<file path="config.mk">
export PLATFORM = sky130hd
export DESIGN_NAME = mc_alu_sequencer
export DESIGN_NICKNAME = d
export VERILOG_FILES = /design/src/rtl/mc_alu_sequencer.sv
export SDC_FILE = /design/constraint.sdc
export NUM_CORES = 1
export LEC_CHECK = 0
export BUFFER_PORTS_ARGS = -buffer_cell sky130_fd_sc_hd__buf_2
export CAP_MARGIN = 20
export CORE_AREA = 4 4 65 82
export DETAILED_ROUTE_END_ITERATION = 6
export DIE_AREA = 0 0 69 86
export GPL_ROUTABILITY_DRIVEN = 0
export PLACE_DENSITY = 0.76
export REMOVE_ABC_BUFFERS = 1
export SLEW_MARGIN = 20
export SYNTH_ARGS = -nofsm -noshare
export SYNTH_HDL_FRONTEND = slang
export SYNTH_SLANG_ARGS = --single-unit
</file>
<file path="constraint.sdc">
create_clock -name clock -period 5.03 [get_ports clock]
set_input_delay 0.2515 -clock clock [delete_from_list [all_inputs] [get_ports clock]]
set_output_delay 0.2515 -clock clock [all_outputs]
set_load 0.01 [all_outputs]
</file>
<file path="src/rtl/mc_alu_sequencer.sv">
// Multicycle MIPS control FSM: sequences fetch/decode/execute/mem/wb,
// drives ALU op and operand selects, datapath enables, retire counter.
module mc_alu_sequencer #(
  parameter int CNT_W = 32
) (
  input  logic             clock,
  input  logic             reset,
  input  logic [5:0]       opcode,
  input  logic [5:0]       funct,
  input  logic             zero,
  input  logic             mem_ready,
  output logic [3:0]       alu_op,
  output logic             alu_src_a,
  output logic [1:0]       alu_src_b,
  output logic [1:0]       pc_src,
  output logic             pc_en,
  output logic             ir_write,
  output logic             iord,
  output logic             mem_read,
  output logic             mem_write,
  output logic             reg_write,
  output logic             reg_dst,
  output logic             mem_to_reg,
  output logic             illegal,
  output logic [3:0]       state,
  output logic [CNT_W-1:0] retired
);

  typedef enum logic [3:0] {
    S_IDLE     = 4'd0,
    S_FETCH    = 4'd1,
    S_DECODE   = 4'd2,
    S_MEMADR   = 4'd3,
    S_MEMRD    = 4'd4,
    S_MEMWB    = 4'd5,
    S_MEMWR    = 4'd6,
    S_RTYPE_EX = 4'd7,
    S_RTYPE_WB = 4'd8,
    S_BEQ_EX   = 4'd9,
    S_ADDI_EX  = 4'd10,
    S_ADDI_WB  = 4'd11,
    S_J_EX     = 4'd12
  } state_t;

  localparam logic [3:0] OP_AND = 4'b0000;
  localparam logic [3:0] OP_OR  = 4'b0001;
  localparam logic [3:0] OP_ADD = 4'b0010;
  localparam logic [3:0] OP_SUB = 4'b0110;
  localparam logic [3:0] OP_SLT = 4'b0111;
  localparam logic [3:0] OP_NOR = 4'b1010;

  state_t     st, nxt;
  logic       bad, retire;
  logic       f_ok;
  logic [3:0] f_op;
  logic       is_lw, is_sw, is_r;
  logic       is_beq, is_addi, is_j;

  assign state   = st;
  assign is_lw   = (opcode == 6'b100011);
  assign is_sw   = (opcode == 6'b101011);
  assign is_r    = (opcode == 6'b000000);
  assign is_beq  = (opcode == 6'b000100);
  assign is_addi = (opcode == 6'b001000);
  assign is_j    = (opcode == 6'b000010);

  always_comb begin
    f_ok = 1'b1;
    f_op = OP_ADD;
    case (funct)
      6'b100000: f_op = OP_ADD;
      6'b100010: f_op = OP_SUB;
      6'b100100: f_op = OP_AND;
      6'b100101: f_op = OP_OR;
      6'b101010: f_op = OP_SLT;
      6'b100111: f_op = OP_NOR;
      default:   f_ok = 1'b0;
    endcase
  end

  always_comb begin
    nxt        = st;
    bad        = 1'b0;
    retire     = 1'b0;
    alu_op     = OP_ADD;
    alu_src_a  = 1'b0;
    alu_src_b  = 2'b00;
    pc_src     = 2'b00;
    pc_en      = 1'b0;
    ir_write   = 1'b0;
    iord       = 1'b0;
    mem_read   = 1'b0;
    mem_write  = 1'b0;
    reg_write  = 1'b0;
    reg_dst    = 1'b0;
    mem_to_reg = 1'b0;
    case (st)
      S_IDLE: nxt = S_FETCH;
      S_FETCH: begin
        mem_read  = 1'b1;
        alu_src_b = 2'b01;
        ir_write  = mem_ready;
        pc_en     = mem_ready;
        if (mem_ready) nxt = S_DECODE;
      end
      S_DECODE: begin
        alu_src_b = 2'b11;
        unique case (1'b1)
          is_lw | is_sw: nxt = S_MEMADR;
          is_r & f_ok:   nxt = S_RTYPE_EX;
          is_beq:        nxt = S_BEQ_EX;
          is_addi:       nxt = S_ADDI_EX;
          is_j:          nxt = S_J_EX;
          default: begin
            nxt = S_FETCH;
            bad = 1'b1;
          end
        endcase
      end
      S_MEMADR: begin
        alu_src_a = 1'b1;
        alu_src_b = 2'b10;
        nxt       = is_lw ? S_MEMRD : S_MEMWR;
      end
      S_MEMRD: begin
        iord     = 1'b1;
        mem_read = 1'b1;
        if (mem_ready) nxt = S_MEMWB;
      end
      S_MEMWB: begin
        reg_write  = 1'b1;
        mem_to_reg = 1'b1;
        retire     = 1'b1;
        nxt        = S_FETCH;
      end
      S_MEMWR: begin
        iord      = 1'b1;
        mem_write = 1'b1;
        retire    = mem_ready;
        if (mem_ready) nxt = S_FETCH;
      end
      S_RTYPE_EX: begin
        alu_src_a = 1'b1;
        alu_op    = f_op;
        nxt       = S_RTYPE_WB;
      end
      S_RTYPE_WB: begin
        reg_write = 1'b1;
        reg_dst   = 1'b1;
        retire    = 1'b1;
        nxt       = S_FETCH;
      end
      S_BEQ_EX: begin
        alu_src_a = 1'b1;
        alu_op    = OP_SUB;
        pc_src    = 2'b01;
        pc_en     = zero;
        retire    = 1'b1;
        nxt       = S_FETCH;
      end
      S_ADDI_EX: begin
        alu_src_a = 1'b1;
        alu_src_b = 2'b10;
        nxt       = S_ADDI_WB;
      end
      S_ADDI_WB: begin
        reg_write = 1'b1;
        retire    = 1'b1;
        nxt       = S_FETCH;
      end
      S_J_EX: begin
        pc_src = 2'b10;
        pc_en  = 1'b1;
        retire = 1'b1;
        nxt    = S_FETCH;
      end
      default: nxt = S_IDLE;
    endcase
  end

  always_ff @(posedge clock) begin
    if (reset) begin
      st      <= S_IDLE;
      illegal <= 1'b0;
      retired <= '0;
    end else begin
      st <= nxt;
      if (bad) illegal <= 1'b1;
      if (retire) retired <= retired + CNT_W'(1);
    end
  end

endmodule

</file>
==> results.tsv <==
metric	value	unit
number of inserted diodes	0	
Worst path most repeated cell	or4_1	
Fin. Hold Viols	0	
Via Count	2326	
clock network power share	35.1	%
top cells by count, synth	37 x dfxtp_1, 29 x nor2_1, 25 x a21oi_1	
Initial Utilization	47.4	%
sequential element share of the synthesized area	33.8	%
Post-synth EDFFs	0	
final net count	366	
Num CTS Buffers	5	
maximum VDD drop	173	µV
PD cells	221	nW/µm²
utilization after layout	56.8	%
max-slew violation count	0	
largest net degree at the start of global routing	40	
Total GRT Usage	18.5	%
DIE HEIGHT	86	µm
CP top delay family	simple AND/OR/NAND/NOR gates	
crit-path max FO	18	
CP required	5.25	ns
iteration count of the initial detailed-routing pass	4	
Synth area leaders	dfxtp_1 34%, a21oi_1 5.7%, or4_1 5.5%, xnor2_1 5.2%, nor2_1 5.0%	
Fmax	351	MHz
I/O Buffers	69	
Setup Crit Path Kind	flip-flop to flip-flop	
crit-path cells	nor2b_1 > a221oi_1 > buf_4 > or4_1 > or4_1 > a21oi_1	
grt ovf	0	
die footprint	5930	µm²
final non-filler cell total	410	
Critical Path Stages	6	
FP Rows	28	
unrepaired setup endpoints after global routing	false	
cell with the most instances after synthesis	dfxtp_1	
Antenna Nets Post-Route	0	
RR Endpoint	retired[28]	
Worst-Skew Late Latency	0.29	ns
Worst setup startpoint	state[2]	
register area	741	µm²
status	finished clean	
Combinational Power Share	12.3	%
top-area cell type share of the netlist area	33.8	%
max-cap violations	0	
dominant cell type by area after synthesis	dfxtp_1	
initial antenna violation count	0	
Post-CTS Setup Inserts	0	
Reg-to-Reg Start	state[2]	
Fillers	470	
final setup fails	0	
vias in the first global route	2119	
post-cts sizing count	0	
Multi-input gate area	1320	µm²
Worst-path clk slew	0.07	ns
Slew HR	46.5	%
Sw Share	27.6	%
first-pass GRT wire length	9240	µm
clk_skew	0.00628	ns
part of the power in registers	52.6	%
max incr delay on CP	0.80	ns
leakage	1.05	nW
Die X-Extent	69	µm
drc violations	0	
hpwl dp	4150	µm
Clock Path Buffers	2	
crit path launch type	flip-flop	
routed len/inst	13.7	µm
Synth Flop Type	dfxtp_1	
Mean Syn Cell Area	7.56	µm²
Crit. End Element	flip-flop	
Synth Instances	290	
share of layout cells above drive strength 1	23.1	%
flop-to-flop setup slack	2.18	ns
Bufs and invs on worst path	1	
Hold WC Path Type	input port to flip-flop	
I/O Pins	70	
Final period util	56.7	%
fraction of registers with async set/reset	0	%
Distinct cells, synth	45	
core box area	4620	µm²
Setup crit end	retired[28]	
CP Data Arrival Time	3.08	ns
Min Clock Period, post-route	2.85	ns
sw power	160	µW
#FFs+latches synth	37	
R2R depth	6	
synthesized area	2190	µm²
setup TNS	0	ns
clk sinks	37	
slowest cell on the critical path	or4_1	
TritonCTS clock tree	yes	
DP Cell Count	402	
CTS H-tree depth	2	
Starting DRT DRC Count	158	
Syn-to-layout area delta	19.7	%
synth warn	0	
Root Buffer	clkbuf_8	
hold buffers post-CTS	0	
detailed-route wire length	5630	µm
Avg Vias per Cell	5.67	
Worst Tran Pin Value	0.796	ns
Internal	420	µW
## through the flow
stage	cell area, µm²	setup WS [ns]	hold WS (ns)	power, mW
after floorplan	2120	2.40	0.321	0.351
after global placement	2540	2.32	0.463	0.382
after detailed placement	2540	2.25	0.468	0.383
after CTS	2630	2.22	0.367	0.584
after global routing	2630	1.99	0.408	0.603
final	2630	2.18	0.363	0.581
## state kept, by name, indices dropped and copies added (netlist names)
| signal | cells |
|---|---|
| illegal | 1 |
| retired | 32 |
| state | 4 |
## cell usage in the layout, fill, tap and decap left out, types with 2 or more instances in the layout
master | netlist | final
a31oi_1 | 2 | 2
nand2b_1 | 4 | 4
o21bai_1 | 2 | 2
nand4_1 | 5 | 5
or3_1 | 7 | 7
o31ai_1 | 10 | 10
a311oi_1 | 2 | 2
o21ai_0 | 11 | 11
nor2_1 | 29 | 29
nor4b_1 | 3 | 3
buf_2 | 2 | 69
nor4_1 | 10 | 10
o211a_1 | 2 | 2
a221oi_1 | 2 | 2
nor3_1 | 9 | 9
o22ai_1 | 5 | 5
nand2_1 | 23 | 23
clkbuf_8 | 0 | 5
dfxtp_1 | 37 | 37
mux2_2 | 2 | 2
nand3_1 | 12 | 12
o311ai_0 | 2 | 2
o211ai_1 | 2 | 2
and3_1 | 3 | 3
nor2b_1 | 3 | 3
inv_1 | 16 | 16
xnor2_1 | 13 | 13
and4_1 | 2 | 2
clkinv_2 | 0 | 2
or4_1 | 16 | 16
a21oi_1 | 25 | 25
## metal layers
metal / global-route usage, % / wire length, µm
met4: 7.82 / 123
met3: 4.10 / 230
met5: 0 / 0
met1: 20.4 / 2390
met2: 34.0 / 2880
## cell families after synthesis
logic type / share of synthesized area [%]
simple gates: 30.9
xor+xnor: 5.59
buf+inv: 6.28
mux: 1.48
flops: 33.8
fa+ha+maj: 0.570
compound gates: 21.4
## worst min-delay path, cell delays in order
cell and delay (ns):
buf_2 0.14, nor2_1 0.06, o211ai_1 0.09, a21oi_1 0.07
## worst min path at each step
stage	start	endpoint	slack (ns)	cells after the start
final	opcode[3]	state[2]	0.36	4
after global routing	opcode[3]	state[2]	0.41	4
after CTS	opcode[3]	state[2]	0.37	4
after detailed placement	illegal	illegal	0.47	1
after global placement	illegal	illegal	0.46	1
after floorplan	reset	retired[12]	0.32	1
## power by group through the flow
stage               clock network (mW)  registers (mW)  logic [mW]
floorplan                            0           0.312      0.0385
global placement                     0           0.312      0.0703
detailed placement                   0           0.312      0.0714
CTS                              0.207           0.305      0.0716
global route                     0.217           0.306      0.0798
finish                           0.204           0.306      0.0715
## cell type report
class | instances | area share (%)
Clock inverter | 2 | 0.381
Timing Repair Buffer | 70 | 13.4
Multi-Input combinational cell | 219 | 50.1
Sequential cell | 37 | 28.2
Inverter | 16 | 2.29
Clock buffer | 6 | 2.76
Tap cell | 60 | 2.86
Note: power is estimated with default switching activity, not from simulation.
